`src/rtl/cdu_pkg.sv`:
```
// Shared types and widths for the CDU read-counter loop.
package cdu_pkg;

  typedef enum logic [1:0] {
    ST_SETTLE,
    ST_SAMPLE,
    ST_WAIT,
    ST_STEP
  } state_t;

  localparam int LADDER_BITS = 7;
  localparam int CTR_BITS    = 16;

  function automatic int imax(input int a, input int b);
    return (a > b) ? a : b;
  endfunction

endpackage

```
`src/rtl/sync2.sv`:
```
// Two-flop synchroniser for a single asynchronous level, resets to 0.
module sync2 (
  input  logic clk,
  input  logic rst_n,
  input  logic d,
  output logic q
);

  logic meta_reg;
  logic q_reg;

  always_ff @(posedge clk or negedge rst_n) begin
    if (!rst_n) begin
      meta_reg <= 1'b0;
      q_reg    <= 1'b0;
    end else begin
      meta_reg <= d;
      q_reg    <= meta_reg;
    end
  end

  assign q = q_reg;

endmodule

```
`src/rtl/read_ctr_ctl.sv`:
```
// Fine-error null-seeking loop: steps the read counter from the Schmitt-trigger
// outputs, drives the summing ladder and queues count pulses for the AGC.
module read_ctr_ctl
  import cdu_pkg::*;
#(
  parameter int SETTLE   = 8,
  parameter int SLOW_DIV = 64,
  parameter int FAST_DIV = 4,
  parameter int PEND_MAX = 7
) (
  input  logic                clk,
  input  logic                rst_n,
  input  logic                _TLF1H,
  input  logic                _TLF2H,
  input  logic                err_neg,
  input  logic                cdu_zero,
  input  logic                agc_ack,
  output logic                _D15,
  output logic                _D16,
  output logic                _D17,
  output logic                _D18,
  output logic                _D19,
  output logic                _D20,
  output logic                _D21,
  output logic [CTR_BITS-1:0] read_ctr,
  output logic                agc_req,
  output logic                agc_dir,
  output logic                nulled
);

  localparam int TMR_MAX = imax(SETTLE, imax(SLOW_DIV, FAST_DIV));
  localparam int TW      = imax(1, $clog2(TMR_MAX));
  localparam int PW      = imax(4, $clog2(PEND_MAX + 1) + 1);

  localparam logic [TW-1:0] SETTLE_LD = TW'(SETTLE - 1);
  localparam logic [TW-1:0] SLOW_LD   = TW'(SLOW_DIV - 1);
  localparam logic [TW-1:0] FAST_LD   = TW'(FAST_DIV - 1);

  localparam logic signed [PW-1:0] P_ONE    = PW'(1);
  localparam logic signed [PW-1:0] PEND_POS = PW'(PEND_MAX);
  localparam logic signed [PW-1:0] PEND_NEG = -PEND_POS;

  // Index 0: TLF1H, 1: TLF2H, 2: err_neg
  logic [2:0] async_in;
  logic [2:0] sync_out;
  logic       tlf1_s;
  logic       tlf2_s;
  logic       neg_s;

  assign async_in = {err_neg, _TLF2H, _TLF1H};

  generate
    for (genvar gi = 0; gi < 3; gi++) begin : g_sync
      sync2 u_sync (
        .clk   (clk),
        .rst_n (rst_n),
        .d     (async_in[gi]),
        .q     (sync_out[gi])
      );
    end
  endgenerate

  assign tlf1_s = sync_out[0];
  assign tlf2_s = sync_out[1];
  assign neg_s  = sync_out[2];

  state_t                  state_reg;
  logic [TW-1:0]           tmr_reg;
  logic                    dir_reg;
  logic                    nulled_reg;
  logic [CTR_BITS-1:0]     ctr_reg;
  logic [CTR_BITS-1:0]     ctr_next;
  logic signed [PW-1:0]    pend_reg;
  logic signed [PW-1:0]    pend_next;
  logic [LADDER_BITS-1:0]  ladder_n_reg;
  logic                    agc_req_reg;
  logic                    agc_dir_reg;
  logic                    stall;
  logic                    step_en;

  assign step_en = (state_reg == ST_STEP);
  assign stall   = (!dir_reg && (pend_reg == PEND_POS)) ||
                   ( dir_reg && (pend_reg == PEND_NEG));

  // Step and ack combine into one net change; cdu_zero wins over both.
  always_comb begin
    ctr_next  = ctr_reg;
    pend_next = pend_reg;
    if (step_en) begin
      ctr_next  = dir_reg ? (ctr_reg - 1'b1) : (ctr_reg + 1'b1);
      pend_next = dir_reg ? (pend_next - P_ONE) : (pend_next + P_ONE);
    end
    if (agc_ack && (pend_reg != '0)) begin
      pend_next = pend_reg[PW-1] ? (pend_next + P_ONE) : (pend_next - P_ONE);
    end
    if (cdu_zero) begin
      ctr_next  = '0;
      pend_next = '0;
    end
  end

  always_ff @(posedge clk or negedge rst_n) begin
    if (!rst_n) begin
      state_reg  <= ST_SETTLE;
      tmr_reg    <= SETTLE_LD;
      dir_reg    <= 1'b0;
      nulled_reg <= 1'b0;
    end else if (cdu_zero) begin
      state_reg  <= ST_SETTLE;
      tmr_reg    <= SETTLE_LD;
      nulled_reg <= 1'b0;
    end else begin
      case (state_reg)
        ST_SETTLE: begin
          if (tmr_reg == '0) begin
            state_reg  <= ST_SAMPLE;
            nulled_reg <= !(tlf1_s || tlf2_s);
          end else begin
            tmr_reg <= tmr_reg - 1'b1;
          end
        end
        ST_SAMPLE: begin
          if (tlf2_s) begin
            tmr_reg    <= FAST_LD;
            dir_reg    <= neg_s;
            nulled_reg <= 1'b0;
            state_reg  <= ST_WAIT;
          end else if (tlf1_s) begin
            tmr_reg    <= SLOW_LD;
            dir_reg    <= neg_s;
            nulled_reg <= 1'b0;
            state_reg  <= ST_WAIT;
          end else begin
            nulled_reg <= 1'b1;
          end
        end
        ST_WAIT: begin
          // A full pending queue in our direction parks the divider at 0
          if (stall) begin
            tmr_reg <= '0;
          end else if (tmr_reg == '0) begin
            state_reg <= ST_STEP;
          end else begin
            tmr_reg <= tmr_reg - 1'b1;
          end
        end
        ST_STEP: begin
          state_reg <= ST_SETTLE;
          tmr_reg   <= SETTLE_LD;
        end
        default: begin
          state_reg <= ST_SETTLE;
          tmr_reg   <= SETTLE_LD;
        end
      endcase
    end
  end

  always_ff @(posedge clk or negedge rst_n) begin
    if (!rst_n) begin
      ctr_reg      <= '0;
      pend_reg     <= '0;
      ladder_n_reg <= '1;
      agc_req_reg  <= 1'b0;
      agc_dir_reg  <= 1'b0;
    end else begin
      ctr_reg      <= ctr_next;
      pend_reg     <= pend_next;
      ladder_n_reg <= ~ctr_next[LADDER_BITS-1:0];
      agc_req_reg  <= (pend_next != '0);
      agc_dir_reg  <= pend_next[PW-1];
    end
  end

  assign read_ctr = ctr_reg;
  assign agc_req  = agc_req_reg;
  assign agc_dir  = agc_dir_reg;
  assign nulled   = nulled_reg;

  assign _D15 = ladder_n_reg[6];
  assign _D16 = ladder_n_reg[5];
  assign _D17 = ladder_n_reg[4];
  assign _D18 = ladder_n_reg[3];
  assign _D19 = ladder_n_reg[2];
  assign _D20 = ladder_n_reg[1];
  assign _D21 = ladder_n_reg[0];

endmodule

```
`config.mk`:
```
export PLATFORM = sky130hd
export DESIGN_NAME = read_ctr_ctl
export DESIGN_NICKNAME = d
export VERILOG_FILES = /design/src/rtl/cdu_pkg.sv /design/src/rtl/sync2.sv /design/src/rtl/read_ctr_ctl.sv
export SDC_FILE = /design/constraint.sdc
export NUM_CORES = 1
export LEC_CHECK = 0
export ABC_AREA = 1
export CORE_ASPECT_RATIO = 2
export CORE_UTILIZATION = 40
export CTS_BUF_LIST = sky130_fd_sc_hd__clkbuf_4 sky130_fd_sc_hd__clkbuf_8
export CTS_CLUSTER_DIAMETER = 150
export DETAILED_ROUTE_END_ITERATION = 8
export PLACE_DENSITY = 0.69
export SLEW_MARGIN = 30
export SYNTH_ARGS = -nofsm -noshare
export SYNTH_HDL_FRONTEND = slang
export SYNTH_SLANG_ARGS = --single-unit
```
`constraint.sdc`:
```
create_clock -name clk -period 3.55 [get_ports clk]
set_clock_uncertainty 0.2 [all_clocks]
set_input_delay 0.355 -clock clk [delete_from_list [all_inputs] [get_ports clk]]
set_output_delay 0.355 -clock clk [all_outputs]
set_load 0.03 [all_outputs]
```
Yosys cells after proc, flatten, opt, wreduce, memory -nomap -nowiden
Index checks and enable logic that the tools add are counted.
{"block": "totals", "out_inout_bits": 26, "in_bits": 7, "wordCells": 79, "regBits": 45}
{"block": "op_classes", "n_reduce_logical": 17, "addsub": 7, "muxes": 28, "n_bitwise": 2, "n_eq_ne": 9}
{"operator": "16-bit 2-to-1 mux", "n": 3}
{"operator": "6-bit 2-to-1 mux", "n": 5}
{"operator": "6-bit case mux with 4 select lines", "n": 1}
{"operator": "4-bit 2-to-1 mux", "n": 5}
{"operator": "16-bit by 1-bit adder with 16-bit output (second input constant)", "n": 1}
{"operator": "16-bit by 1-bit subtractor with 16-bit output (second input constant)", "n": 1}
{"operator": "2-bit 2-to-1 mux", "n": 6}
{"operator": "3-bit inequality test (second input constant)", "n": 3}
{"operator": "4-bit by 2-bit adder with 4-bit output (second input constant)", "n": 2}
{"operator": "4-bit == test (second input constant)", "n": 2}
{"operator": "2-bit case mux with 4 select lines", "n": 1}
{"operator": "4-bit nonzero test", "n": 2}
{"operator": "4-bit by 2-bit subtractor with 4-bit output (second input constant)", "n": 2}
{"operator": "7-bit inverter", "n": 1}
{"operator": "6-bit logical NOT", "n": 1}
{"operator": "1-bit 2-to-1 mux", "n": 6}
{"operator": "6-bit by 1-bit subtractor with 6-bit output (second input constant)", "n": 1}
{"operator": "2-bit == test (second input constant)", "n": 2}
{"operator": "4-bit by 2-bit inequality test with 1-bit output (second input constant)", "n": 1}
{"operator": "4-bit AND reduction", "n": 1}
{"operator": "2-bit nonzero test", "n": 2}
{"operator": "1-bit logical AND", "n": 3}
{"operator": "3-bit AND reduction", "n": 1}
{"operator": "3-bit nonzero test", "n": 1}
{"operator": "7 further kinds", "n": 9}

Depth between registers and ports, before layout
Gate-level depths: netlist (run 1).
{"block": "logic_depth", "word_depth": 8, "ltp_mapped": 16, "depth_no_buf": 15}

Modules after synthesis
Synthesis (run 1) repeated with hierarchy kept, for this count alone.
{"block": "unflattened", "cells_unflattened": 433, "area_unflattened_um2": 3223.1}
{"mod": "read_ctr_ctl", "area_per_inst_um2": 3072.9, "seq_area_each_um2": 963.4, "cells_per_inst": 427, "n_inst": 1}
{"mod": "sync2", "area_per_inst_um2": 50.0, "seq_area_each_um2": 50.0, "cells_per_inst": 2, "n_inst": 3}

Worst setup path before layout (run 1)
Ideal clock, no wire load.
{"block": "synth_timing", "path_kind": "register -> register", "from": "register dir_reg", "to": "register agc_req_reg (netlist: agc_req)", "arrival_ns": 2.183, "setup_slack_ns": 1.050, "period_less_slack_ns": 2.500, "path_stages_with_launch": 10, "setup_time_ns": 0.117, "t_required_ns": 3.233, "path_buffers": 0, "path_cell_list": "dfrtp_1 fa_1 nand2_1 o21a_1 fa_1 xnor2_1 o21ai_1 nor2_2 nor2_1 nand2_1"}
{"block": "synth_via", "elab_chain_cells": 7, "elab_cells_between_ends": 8, "classes_between": "add/sub: 2; mux: 5; reduce/logical: 1"}
{"item": "from (decl)", "line": "read_ctr_ctl.sv:69", "text": "logic dir_reg;"}
{"item": "from (signal assigned)", "line": "read_ctr_ctl.sv:125", "text": "dir_reg <= neg_s;"}
{"item": "from (signal assigned)", "line": "read_ctr_ctl.sv:130", "text": "dir_reg <= neg_s;"}
{"item": "4-bit 2-to-1 mux *", "line": "read_ctr_ctl.sv:91", "text": "pend_next = dir_reg ? (pend_next - P_ONE) : (pend_next + P_ONE);"}
{"item": "4-bit 2-to-1 mux *", "line": "read_ctr_ctl.sv:89", "text": "if (step_en) begin"}
{"item": "4-bit by 2-bit subtractor with 4-bit output / 4-bit by 2-bit adder with 4-bit output (equally long branches)", "line": "read_ctr_ctl.sv:94", "text": "pend_next = pend_reg[PW-1] ? (pend_next + P_ONE) : (pend_next - P_ONE);"}
{"item": "4-bit 2-to-1 mux", "line": "read_ctr_ctl.sv:94"}
{"item": "4-bit 2-to-1 mux *", "line": "read_ctr_ctl.sv:93", "text": "if (agc_ack && (pend_reg != '0)) begin"}
{"item": "4-bit 2-to-1 mux *", "line": "read_ctr_ctl.sv:96", "text": "if (cdu_zero) begin"}
{"item": "net pend_next[2]", "line": "read_ctr_ctl.sv:74", "text": "logic signed [PW-1:0] pend_next;"}
{"item": "4-bit nonzero test *", "line": "read_ctr_ctl.sv:170", "text": "agc_req_reg <= (pend_next != '0);"}
{"item": "to (signal assigned)", "line": "read_ctr_ctl.sv:170"}
{"item": "to (decl)", "line": "read_ctr_ctl.sv:76", "text": "logic agc_req_reg;"}
Mark *: on every way through the listed nets, which the timed path passes. The rest lies on a longest branch.
A chain may end at the register's enable or synchronous reset.

Worst setup path in the final report (run 1)
{"block": "layout_timing", "from": "register dir_reg", "to": "register agc_req_reg (netlist: agc_req)"}
{"block": "layout_via", "elab_chain_cells": 7, "elab_cells_between_ends": 8, "classes_between": "add/sub: 2; mux: 5; reduce/logical: 1"}
{"item": "4-bit 2-to-1 mux *", "line": "read_ctr_ctl.sv:91"}
{"item": "4-bit 2-to-1 mux *", "line": "read_ctr_ctl.sv:89"}
{"item": "4-bit by 2-bit subtractor with 4-bit output / 4-bit by 2-bit adder with 4-bit output (equally long branches)", "line": "read_ctr_ctl.sv:94"}
{"item": "4-bit 2-to-1 mux", "line": "read_ctr_ctl.sv:94"}
{"item": "4-bit 2-to-1 mux *", "line": "read_ctr_ctl.sv:93"}
{"item": "4-bit 2-to-1 mux *", "line": "read_ctr_ctl.sv:96"}
{"item": "4-bit nonzero test *", "line": "read_ctr_ctl.sv:170"}
Every way passes the cells marked *; elsewhere a longest branch is shown, timed or not.

==> impl_metrics.json, run 1 <==
{
  "worstSetupEndpoint": "agc_req$_DFF_PN0_",
  "clk_latency_ns": 0.31,
  "intPower_uw": 1510,
  "comb_power_share": 0.603,
  "reg2reg_slack_ns": 0.88,
  "critPathMaxFanout": 13,
  "grt_pass1_wl_um": 12800,
  "clock_sinks": 44,
  "slew_viol_final": 0,
  "regToRegStartpoint": "dir_reg$_DFFE_PN0P_",
  "cts_made_buffers": 5,
  "diodes": 0,
  "grt_max_degree": 45,
  "row_count": 45,
  "drt_wl_total_um": 7860,
  "path_clk_slew_ns": 0.09,
  "cp-end-kind": "flip-flop",
  "seq_area_sq_mm": 0.00111,
  "gp_congestion": 0.888,
  "slew_headroom": 0.569,
  "cts_resized": 0,
  "crit_type": "reg -> reg",
  "critPathLaunchType": "flip-flop",
  "ys_ff_latch": 44,
  "syn_nets": 465,
  "gr-total-overflow": 0,
  "grt_usage": 0.205,
  "initial_core_util": 0.420,
  "switchingPower_uw": 1470,
  "syn_area_sq_mm": 0.00321,
  "p_leak_uw": 0.00199,
  "drv_cap": 0,
  "post-place-ws_ns": 0.882,
  "ant_nets": 0,
  "layout-drive-gt1-share": 0.137,
  "status": "completed",
  "power_density_mw_per_mm2": 798,
  "via_per_inst": 5.01,
  "ys_seq_area_frac": 0.347,
  "antenna_found_initial": 0,
  "r2r_cells": 14,
  "wl_per_cell_um": 14.0,
  "min-delay-path-class": "reg -> reg",
  "nFillCells": 775,
  "cts_setup_buffers": 0,
  "tightest_slew_ns": 0.644,
  "fmaxAchievable_mhz": 374,
  "htree_levels": 2,
  "syn2layout_area_growth_pct": 16.2,
  "cp.required_ns": 3.56,
  "switching_share": 0.492,
  "fp.dieH_um": 129,
  "ir_drop_v": 0.000349,
  "hpwl_um": 6220,
  "final_util": 0.488,
  "synth_area_per_cell_sq_um": 7.47,
  "pwr-share-clk": 0.137,
  "io_pins": 33,
  "startpoint": "dir_reg$_DFFE_PN0P_",
  "synth_warnings": 0,
  "setup_viol": 0,
  "finalHoldViolCount": 0,
  "grt_pass1_vias": 2891,
  "worstPathArrival_ns": 2.69,
  "rsz0062_at_grt": "false",
  "hold_ws_ns": 0.155,
  "drt_iter0_markers": 170,
  "largest_reg_flops": 16,
  "multi_input_area_sq_mm": 0.00179,
  "synthDistinctLibCells": 36,
  "drtPass1Iterations": 4,
  "tritoncts": "done",
  "cts_root_buffer": "clkbuf_8",
  "drc": 0,
  "die_w_um": 65.4,
  "p_seq_frac": 0.260,
  "period_share": 0.753,
  "fin_ws_ns": 0.876,
  "io_buffer_count": 32,
  "syn_inst": 430,
  "dieArea_sq_mm": 0.00842,
  "num-nets-final": 501,
  "fin_setup_tns_ns": 0,
  "r2r-end": "agc_req$_DFF_PN0_",
  "hold_buffers": 1,
  "ctsLongestPathBuffers": 2,
  "post-route-min-period_ns": 2.67,
  "core-area_sq_mm": 0.00766,
  "vias": 2812
}
worst min-delay path by stage:
stage,from,end,slack [ns],depth (start not counted)
2_1_floorplan,rst_n,agc_dir$_DFF_PN0_,-0.14,0
3_3_place_gp,g_sync[0].u_sync.meta_reg$_DFF_PN0_,g_sync[0].u_sync.q$_DFF_PN0_,0.14,0
3_5_place_dp,g_sync[0].u_sync.meta_reg$_DFF_PN0_,g_sync[0].u_sync.q$_DFF_PN0_,0.14,0
4_1_cts,g_sync[0].u_sync.meta_reg$_DFF_PN0_,g_sync[0].u_sync.q$_DFF_PN0_,0.16,0
5_1_grt,g_sync[0].u_sync.meta_reg$_DFF_PN0_,g_sync[0].u_sync.q$_DFF_PN0_,0.17,0
6_report,g_sync[0].u_sync.meta_reg$_DFF_PN0_,g_sync[0].u_sync.q$_DFF_PN0_,0.15,0
cells in the mapped netlist, drive strengths merged:
library cell	count	share of area
ha	25	0.097
and2	2	0.0039
a21oi	19	0.032
o21ai	10	0.018
a22oi	1	0.0023
o21a	2	0.0047
dfstp	10	0.082
nand4	7	0.014
o21bai	1	0.0023
a21boi	1	0.0023
o22ai	2	0.0039
buf	6	0.017
xnor2	4	0.011
nor3	2	0.0062
dfrtp	34	0.26
nand3b	7	0.016
nand2	149	0.18
xor2	8	0.022
nor2	34	0.052
inv	68	0.081
fa	3	0.019
nand3	35	0.066
per-stage QoR:
stage	std cells	instance area (sq um)	power, uW
after floorplan	430	3210	2120
after global placement	552	3610	2530
after detailed placement	552	3610	2570
after CTS	561	3730	2990
after global routing	561	3730	3250
final	561	3730	2980
critical path: stages, from the launching register on:
cell     delay [ns]
dfrtp_1        0.68
fa_1           0.49
nand2_1        0.07
o21a_1         0.19
inv_1          0.06
ha_1           0.27
nand2_1        0.05
inv_1          0.06
nand3_2        0.07
nand3_1        0.09
nand3_1        0.10
inv_1          0.06
nand2_1        0.05
nand3_2        0.06
nand2_1        0.06
per-layer routing:
layer  wire length, um  vias up  GRT usage
met2              4530       72      0.406
met4               455        0      0.153
li1                  -     1421          -
met3               182       32     0.0301
met1              2690     1287      0.170
met5                 0        -          0
kinds of logic (layout without fill, tap and decap cells):
family          count (synthesis)  count (layout)  synth area share
xor+xnor                       12              12            0.0327
buf+inv                        74             111            0.0977
compound gates                 36              36            0.0654
simple gates                  236             236             0.342
fa+ha+maj                      28              28             0.116
flops                          44              44             0.347
placed cells by master, fill, tap and decap left out, drive strengths merged:
cell           instances
a21boi                 1
a21oi                 19
a22oi                  1
and2                   2
buf                    3
bufinv                 1
clkbuf                 5
clkdlybuf4s50         31
clkinvlp               1
dfrtp                 34
dfstp                 10
dlygate4sd3            1
fa                     3
ha                    25
inv                   69
nand2                149
nand3                 35
nand3b                 7
nand4                  7
nor2                  34
nor3                   2
o21a                   2
o21ai                 10
o21bai                 1
o22ai                  2
xnor2                  4
xor2                   8
power groups by stage:
stage          registers [uW]  clock network (uW)  logic, uW
2_1_floorplan             854                   0       1270
3_3_place_gp              780                   0       1750
3_5_place_dp              785                   0       1790
4_1_cts                   776                 419       1800
5_1_grt                   792                 438       2020
6_report                  775                 409       1800
cell type report:
cell class | count | share of cell area
Multi-Input combinational cell | 312 | 0.478
Sequential cell | 44 | 0.298
Timing Repair Buffer | 35 | 0.0918
Inverter | 68 | 0.0697
Tap cell | 94 | 0.0315
Clock buffer | 5 | 0.0184
Clock inverter | 3 | 0.0124
No activity file was read; power rests on OpenSTA's default activity.
==> run 2: changes to the inputs <==
--- a/config.mk
+++ b/config.mk
@@ -11,7 +11,7 @@
 export CTS_BUF_LIST = sky130_fd_sc_hd__clkbuf_4 sky130_fd_sc_hd__clkbuf_8
 export CTS_CLUSTER_DIAMETER = 150
 export DETAILED_ROUTE_END_ITERATION = 8
-export PLACE_DENSITY = 0.69
+export PLACE_DENSITY = 0.71
 export SLEW_MARGIN = 30
 export SYNTH_ARGS = -nofsm -noshare
 export SYNTH_HDL_FRONTEND = slang
==> constraint.sdc (replaced) <==
create_clock -name clk -period 2.4 [get_ports clk]
set_clock_uncertainty 0.2 [all_clocks]
set_input_delay 0.24 -clock clk [delete_from_list [all_inputs] [get_ports clk]]
set_output_delay 0.24 -clock clk [all_outputs]
set_load 0.03 [all_outputs]
==> impl_metrics.json, run 2 (synthesis gave the netlist of run 1 again) <==
{
  "slew_headroom": 0.626,
  "intPower_uw": 2430,
  "layout-drive-gt1-share": 0.191,
  "initial_core_util": 0.420,
  "use_met1": 0.176,
  "ir_drop_v": 0.000429,
  "critPathLaunchType": "flip-flop",
  "critPathMaxFanout": 3,
  "final_common_cell": "nand2_1",
  "hpwl_um": 6130,
  "clock_sinks": 44,
  "ctsLongestPathBuffers": 2,
  "htree_levels": 2,
  "final_util": 0.510,
  "power_uw": 4700,
  "cts_made_buffers": 5,
  "finalHoldViolCount": 0,
  "io_buffer_count": 32,
  "fin_ws_ns": 0.0194,
  "io_pins": 33,
  "grt_pass1_wl_um": 12800,
  "comb_power_share": 0.642,
  "drv_cap": 0,
  "path_clk_slew_ns": 0.09,
  "rsz0062_at_grt": "true",
  "switching_share": 0.482,
  "fin_setup_tns_ns": 0,
  "dieArea_sq_mm": 0.00842,
  "die_w_um": 65.4,
  "largest_reg_flops": 16,
  "worstPathArrival_ns": 2.39,
  "slew_viol_final": 0,
  "setup_viol": 0,
  "via_per_inst": 5.08,
  "drt_wl_total_um": 7800,
  "clk_latency_ns": 0.31,
  "p_leak_uw": 0.00205,
  "power_density_mw_per_mm2": 1200,
  "drc": 0,
  "grt_usage": 0.201,
  "gp_congestion": 0.908,
  "grt_pass1_vias": 2959,
  "p_seq_frac": 0.232,
  "syn2layout_area_growth_pct": 21.5,
  "antenna_found_initial": 0,
  "grtUsageMet2": 0.404,
  "layout_common_cells": "139 x nand2_1, 49 x inv_1, 33 x dfrtp_1, 31 x clkdlybuf4s50_1, 28 x nor2_1",
  "gr-total-overflow": 0,
  "diodes": 0,
  "pwr-share-clk": 0.126,
  "post-route-min-period_ns": 2.38,
  "wl_per_cell_um": 13.7,
  "min-delay-path-class": "reg -> reg",
  "grt_max_degree": 24,
  "fp.dieH_um": 129,
  "tightest_slew_ns": 0.561,
  "row_count": 45,
  "drtPass1Iterations": 4,
  "fmaxAchievable_mhz": 420,
  "num-nets-final": 511,
  "switchingPower_uw": 2260,
  "period_share": 0.992,
  "grt_use_met3": 0.0266,
  "nFillCells": 768,
  "cts_root_buffer": "clkbuf_8",
  "ant_nets": 0,
  "cp-end-kind": "flip-flop",
  "cp.required_ns": 2.41,
  "tritoncts": "done",
  "post-place-ws_ns": -0.0319,
  "core-area_sq_mm": 0.00766,
  "hold_ws_ns": 0.154,
  "grt.busiest_layer": "met2",
  "crit_type": "reg -> reg",
  "vias": 2899,
  "drt_iter0_markers": 130,
  "status": "completed"
}
## run 2: changes by cell type in the layout (fill, tap and decap cells not counted), moves of 3 or more
cell	before	now
ha_1	25	21
nand3_2	5	8
buf_4	3	11
nand3_1	29	26
## run 2: power by group through the flow
stage	clock network, uW	logic (uW)	registers [uW]
final	592	3020	1090
after global routing	641	3370	1110
after CTS	614	2830	1080
after detailed placement	0	2760	1100
after global placement	0	2700	1090
after floorplan	0	1880	1260
## run 2: through the flow
step | instances | cell area [sq um]
floorplan | 430 | 3220
global placement | 560 | 3680
detailed placement | 560 | 3680
CTS | 570 | 3830
global route | 571 | 3900
finish | 571 | 3900
## run 2: metal layers
layer / vias up / wire length, um
met1: 1357 / 2620
li1: 1445 / -
met3: 26 / 204
met5: - / 0
met2: 71 / 4610
met4: 0 / 363
## run 2: worst paths after layout
kind	startpoint	endpoint	slack [ns]	cells past startpoint
min in group asynchronous	rst_n	read_ctr[4]$_DFF_PN0_	0.25	2
hold / removal	g_sync[0].u_sync.meta_reg$_DFF_PN0_	g_sync[0].u_sync.q$_DFF_PN0_	0.15	0
max in group asynchronous	rst_n	tmr_reg[0]$_DFFE_PN1P_	1.16	3
setup / recovery	dir_reg$_DFFE_PN0P_	agc_req$_DFF_PN0_	0.02	9
setup reg to reg	dir_reg$_DFFE_PN0P_	agc_req$_DFF_PN0_	0.02	9
hold reg to reg	g_sync[0].u_sync.meta_reg$_DFF_PN0_	g_sync[0].u_sync.q$_DFF_PN0_	0.15	0
## run 2: what timing repair did
item                                    CTS  global route
endpoints found under the setup margin    2             4
pin swaps                                 1             8
setup buffers                             1             1
resized for setup                         2            15
endpoints found under the hold margin    18             0
hold buffers                              1             0
gates cloned                              0             0
## run 2: final cells by class
cell class / count / area [sq um] / area share
clock inverter: 3 / 47.5 / 0.0122
clock buffer: 5 / 68.8 / 0.0176
sequential: 44 / 1110 / 0.286
multi-input combinational: 312 / 1870 / 0.478
tap: 94 / 118 / 0.0301
inverter: 68 / 260 / 0.0667
timing repair buffer: 45 / 428 / 0.110
## run 2: worst max-delay path, cell delays in order (launching register included)
cell     delay, ns
dfrtp_2       0.44
fa_2          0.57
nand2_2       0.05
o21a_4        0.14
fa_2          0.52
nand2_1       0.07
nand3_2       0.07
nand2_1       0.05
nor2_1        0.11
nand2_1       0.06
==> run 3: changes to the inputs <==
==> constraint.sdc (replaced) <==
create_clock -name clk -period 2.4 [get_ports clk]
set_clock_uncertainty 0.2 [all_clocks]
set_input_delay 0.72 -clock clk [delete_from_list [all_inputs] [get_ports clk]]
set_output_delay 0.72 -clock clk [all_outputs]
set_load 0.03 [all_outputs]
==> impl_metrics.json, run 3 (synthesis gave the netlist of run 1 again) <==
{
  "status": "complete, but fails checks",
  "violations": "negative setup slack",
  "path_clk_slew_ns": 0.09,
  "grt_pass1_wl_um": 12600,
  "die_w_um": 65.4,
  "worstPathArrival_ns": 2.42,
  "io_pins": 33,
  "vias": 2846,
  "layout_common_cells": "141 x nand2_1, 51 x inv_1, 33 x dfrtp_1, 28 x nor2_1, 27 x nand3_1",
  "cts_root_buffer": "clkbuf_8",
  "core-area_sq_mm": 0.00766,
  "hold_end": "g_sync[0].u_sync.q$_DFF_PN0_",
  "period_share": 1.00,
  "final_common_cell": "nand2_1",
  "post-route-min-period_ns": 2.41,
  "grt_max_degree": 45,
  "ant_nets": 0,
  "grt_usage": 0.197,
  "critPathLaunchType": "flip-flop",
  "slew_headroom": 0.713,
  "post-place-ws_ns": -0.0529,
  "fmaxAchievable_mhz": 415,
  "slew_viol_final": 0,
  "hold_ws_ns": 0.154,
  "fin_ws_ns": -0.00989,
  "tightest_slew_ns": 0.430,
  "hpwl_um": 5820,
  "r2r-end": "agc_req$_DFF_PN0_",
  "placed_cell_area_sq_mm": 0.00371,
  "crit_type": "reg -> reg",
  "gp_congestion": 0.903,
  "cts_made_buffers": 5,
  "finalHoldViolCount": 0,
  "cp.required_ns": 2.41,
  "finish.instance_area_sq_mm": 0.00383,
  "final_util": 0.501,
  "power_uw": 4480,
  "hold_depth": 0,
  "drt_wl_total_um": 7440,
  "rsz0062_at_grt": "true",
  "drtPass1Iterations": 4,
  "io_buffer_count": 32,
  "htree_levels": 2,
  "regToRegStartpoint": "pend_reg[1]$_DFF_PN0_",
  "clock_sinks": 44,
  "critPathMaxFanout": 3,
  "row_count": 45,
  "ir_drop_v": 0.000519,
  "via_per_inst": 4.98,
  "layout-drive-gt1-share": 0.168,
  "reg2reg_slack_ns": -0.01,
  "num-nets-final": 511,
  "hold_buffers": 0,
  "diodes": 0,
  "gr-total-overflow": 0,
  "cp-end-kind": "flip-flop",
  "tritoncts": "done",
  "p_leak_uw": 0.00205,
  "fp.dieH_um": 129,
  "worstHoldStart": "g_sync[0].u_sync.meta_reg$_DFF_PN0_",
  "initial_core_util": 0.420,
  "min-delay-path-class": "reg -> reg",
  "drc": 0,
  "dieArea_sq_mm": 0.00842,
  "ctsLongestPathBuffers": 2,
  "r2r_cells": 15,
  "wl_per_cell_um": 13.0,
  "grt_pass1_vias": 2868,
  "clk_latency_ns": 0.31,
  "drt_iter0_markers": 178,
  "setup_viol": 1,
  "syn2layout_area_growth_pct": 19.3,
  "largest_reg_flops": 16,
  "antenna_found_initial": 0,
  "drv_cap": 0,
  "power_density_mw_per_mm2": 1170
}
## run 3: changes by cell type in the layout (fill, tap and decap cells not counted), moves of 2 or more
cell	before	now
clkdlybuf4s50_1	31	23
dlygate4sd2_1	0	7
ha_1	21	25
ha_2	2	0
ha_4	2	0
inv_1	49	51
inv_2	17	15
nand2_1	139	141
nand2_2	8	6
## run 3: area by class of cell
class	count	area [sq um]
flip-flops and latches	44	1110
clock buffers	5	68.8
multi-input cells	312	1800
fillers	770	3820
clock inverters	3	47.5
inverters	68	260
well taps	94	118
repair buffers	45	423
## run 3: how the worst max path moves through the flow
stage	cells after the start	endpoint	from	slack [ns]
final	15	agc_req$_DFF_PN0_	pend_reg[1]$_DFF_PN0_	-0.01
after global routing	15	agc_req$_DFF_PN0_	pend_reg[1]$_DFF_PN0_	-0.18
after CTS	15	agc_req$_DFF_PN0_	pend_reg[1]$_DFF_PN0_	-0.02
after detailed placement	15	agc_req$_DFF_PN0_	dir_reg$_DFFE_PN0P_	-0.05
after global placement	15	agc_req$_DFF_PN0_	dir_reg$_DFFE_PN0P_	0.03
after floorplan	12	agc_req$_DFF_PN0_	dir_reg$_DFFE_PN0P_	0.01
## run 3: power by group
part | switching, uW | total, uW | internal [uW] | leakage [uW]
combinational | 1760 | 2810 | 1060 | 0.00144
sequential | 129 | 1060 | 936 | 0.000552
clock | 286 | 600 | 314 | 0.0000583
total | 2170 | 4480 | 2310 | 0.00205
## run 3: per-stage QoR
step                      setup TNS (ns)  cells
after CTS                        -0.0238    571
after global placement                 0    563
final                           -0.00989    571
after global routing              -0.320    571
after floorplan                        0    430
after detailed placement         -0.0816    563
## run 3: timing repair
action | in CTS | in global routing
endpoints found under the setup margin | 9 | 5
buffers inserted | 0 | 0
pin swaps | 1 | 0
gates resized for setup | 10 | 2
## run 3: routing by layer
metal / global-route usage / vias to the layer above / routed length (um)
met5: 0 / - / 0
met4: 0.104 / 0 / 295
met3: 0.0266 / 18 / 200
met2: 0.394 / 58 / 4320
met1: 0.181 / 1328 / 2620
li1: - / 1442 / -
## run 3: critical path: stages (launching register included)
cell and delay [ns]:
dfrtp_1 0.41, fa_1 0.47, nand2_1 0.07, o21a_1 0.20, inv_1 0.07, ha_1 0.27
nand2_1 0.07, inv_1 0.05, nand3_2 0.08, nand2_1 0.05, nand2_1 0.06, nand3_2 0.07
inv_1 0.06, nand2_1 0.06, nand3_2 0.07, nand2_1 0.05
==> RTL change, RTL diff (config.mk and constraints of run 1) <==
Make the reset (`rst_n`) synchronous in 3 clocked blocks. Comments in the files are not updated.
--- a/src/rtl/sync2.sv
+++ b/src/rtl/sync2.sv
@@ -11,3 +11,3 @@
 
-  always_ff @(posedge clk or negedge rst_n) begin
+  always_ff @(posedge clk) begin
     if (!rst_n) begin
--- a/src/rtl/read_ctr_ctl.sv
+++ b/src/rtl/read_ctr_ctl.sv
@@ -101,3 +101,3 @@
 
-  always_ff @(posedge clk or negedge rst_n) begin
+  always_ff @(posedge clk) begin
     if (!rst_n) begin
@@ -158,3 +158,3 @@
 
-  always_ff @(posedge clk or negedge rst_n) begin
+  always_ff @(posedge clk) begin
     if (!rst_n) begin
Formal check against the unedited RTL: differs if rst_n is asserted again (counterexample within 10 cycles, from zero or initial values and one cycle with rst_n low); with rst_n held inactive, the same outputs for 10 cycles.
==> RTL change against run 1 <==
- setup slack better by 0.077 ns
- sequential cell count is the same
- final area shrank 8.5%
- non-clock buffer count did not move
- critical endpoint is now agc_req$_SDFF_PN0_
- global-route usage is 1.9 points lower
- utilization is 0.063 points higher
- synthesized area down 9.7%
- worst hold slack better by 0.069 ns
- routed wire length is 13% lower
- via count down 1.2%
Power is left out: it rests on default switching activity, and per cell area and clock period it moved more than threefold.
==> RTL change: results (changes against run 1) <==
[status]
status=completed  ; unchanged

[layout]
final_layout_size_suffix_gt1_share_pct=7.91  ; was 13.7%
number_of_multi_input_combinational_cells=308  ; was 312
fillCellCount=715  ; was 775
antenna-diode-count=0  ; unchanged
clkbuf_count=7  ; was 5
area_share_nonclk_buffers_pct=10.0  ; was 9.18%
inv_count=74  ; was 68
final-clk-cell-share_pct=2.82  ; was 3.08%
finalNetCount=501  ; unchanged
layoutNonFillerInstCount=558  ; was 561
multi_input_area_share_pct=49.9  ; was 47.8%
final-seq-area_um2=881  ; was 0.00111 mm2

[place]
pre_cts_ws_ns=0.965  ; was 0.882 ns
place_area_mm2=0.00332  ; was 0.00361 mm2
globalplace.congestion=0.897  ; was 0.888
dp_cells=551  ; was 552
detailed_place_hpwl_um=5280  ; was 6220 um

[clock_network]
cts-root-buf=clkbuf_8  ; unchanged

[synthesis]
synth.top_cells.by_count=104 x nand2_1, 67 x inv_1, 44 x dfxtp_1  ; was 141 x nand2_1, 51 x inv_1, 34 x dfrtp_1
synth_xor_area_share_pct=3.02  ; was 3.27%
post_synth_main_area_contributors=dfxtp_1 30%, nand2_1 13%, ha_1 9.9%  ; was dfrtp_1 26%, nand2_1 16%, ha_1 9.7%
library_cells_used_by_synthesis=35  ; was 36
area_share_of_fa_ha_maj_cells_after_synthesis_pct=12.0  ; was 11.6%
synth.yosys.seq_area_share_pct=30.4  ; was 34.7%
ys_async_sr_fraction_pct=0  ; was 100%
synth.avg_cell_area_um2=6.72  ; was 7.47 um2

[routing]
m1WireLength_um=2470  ; was 2690 um
first_iter_violations=113  ; was 170
met2WireLength_um=3860  ; was 4530 um
detail_route.wirelength_um=6860  ; was 7860 um

[grt]
globalRouteTotalUtil_pct=18.5  ; was 20.5%
grt_use_met2_pct=38.2  ; was 40.6%
grt_pass1_vias=2703  ; was 2891
globalRouteMet3Util_pct=2.51  ; was 3.01%
grt_max_degree=25  ; was 45
met1_grt_util_pct=15.3  ; was 17.0%
grt_first_pass_wirelength_um=11200  ; was 12800 um

[setup_path]
path_max_fanout=18  ; was 13
max_stage_delay_ns=0.54  ; was 0.68 ns
timing.reg2reg.setup_slack_ns=0.95  ; was 0.88 ns
slowest_stage=ha_1  ; was dfrtp_1
crit_arrival_ns=2.59  ; was 2.69 ns

[floorplanning]
dieArea_mm2=0.00762  ; was 0.00842 mm2

[sta]
timing.final.ws_setup_ns=0.953  ; was 0.876 ns
tightest_slew_margin_relative_to_the_limit_pct=61.0  ; was 56.9%
hold-worst-slack_ns=0.224  ; was 0.155 ns

[RTL change: cell types whose count changed after synthesis, sizes merged, moves of 6 or more]
| cell | run 1 | this run |
|---|---|---|
| nor2 | 34 | 42 |
| a21oi | 19 | 25 |
| nand3 | 35 | 43 |
| or2 | 0 | 8 |
| inv | 68 | 74 |
| nor3 | 2 | 9 |
| nand2 | 149 | 109 |
| dfstp | 10 | 0 |
| nand3b | 7 | 0 |
| dfxtp | 0 | 44 |
| o21ai | 10 | 22 |
| dfrtp | 34 | 0 |
[RTL change: path summary, 6_finish.rpt]
kind / depth (start not counted) / start / to
max: 11 / state_reg[1]$_SDFFE_PP0P_ / agc_req$_SDFF_PN0_
min: 2 / g_sync[2].u_sync.meta_reg$_SDFF_PN0_ / g_sync[2].u_sync.q$_SDFF_PN0_
max reg2reg: 11 / state_reg[1]$_SDFFE_PP0P_ / agc_req$_SDFF_PN0_
min reg2reg: 2 / g_sync[2].u_sync.meta_reg$_SDFF_PN0_ / g_sync[2].u_sync.q$_SDFF_PN0_
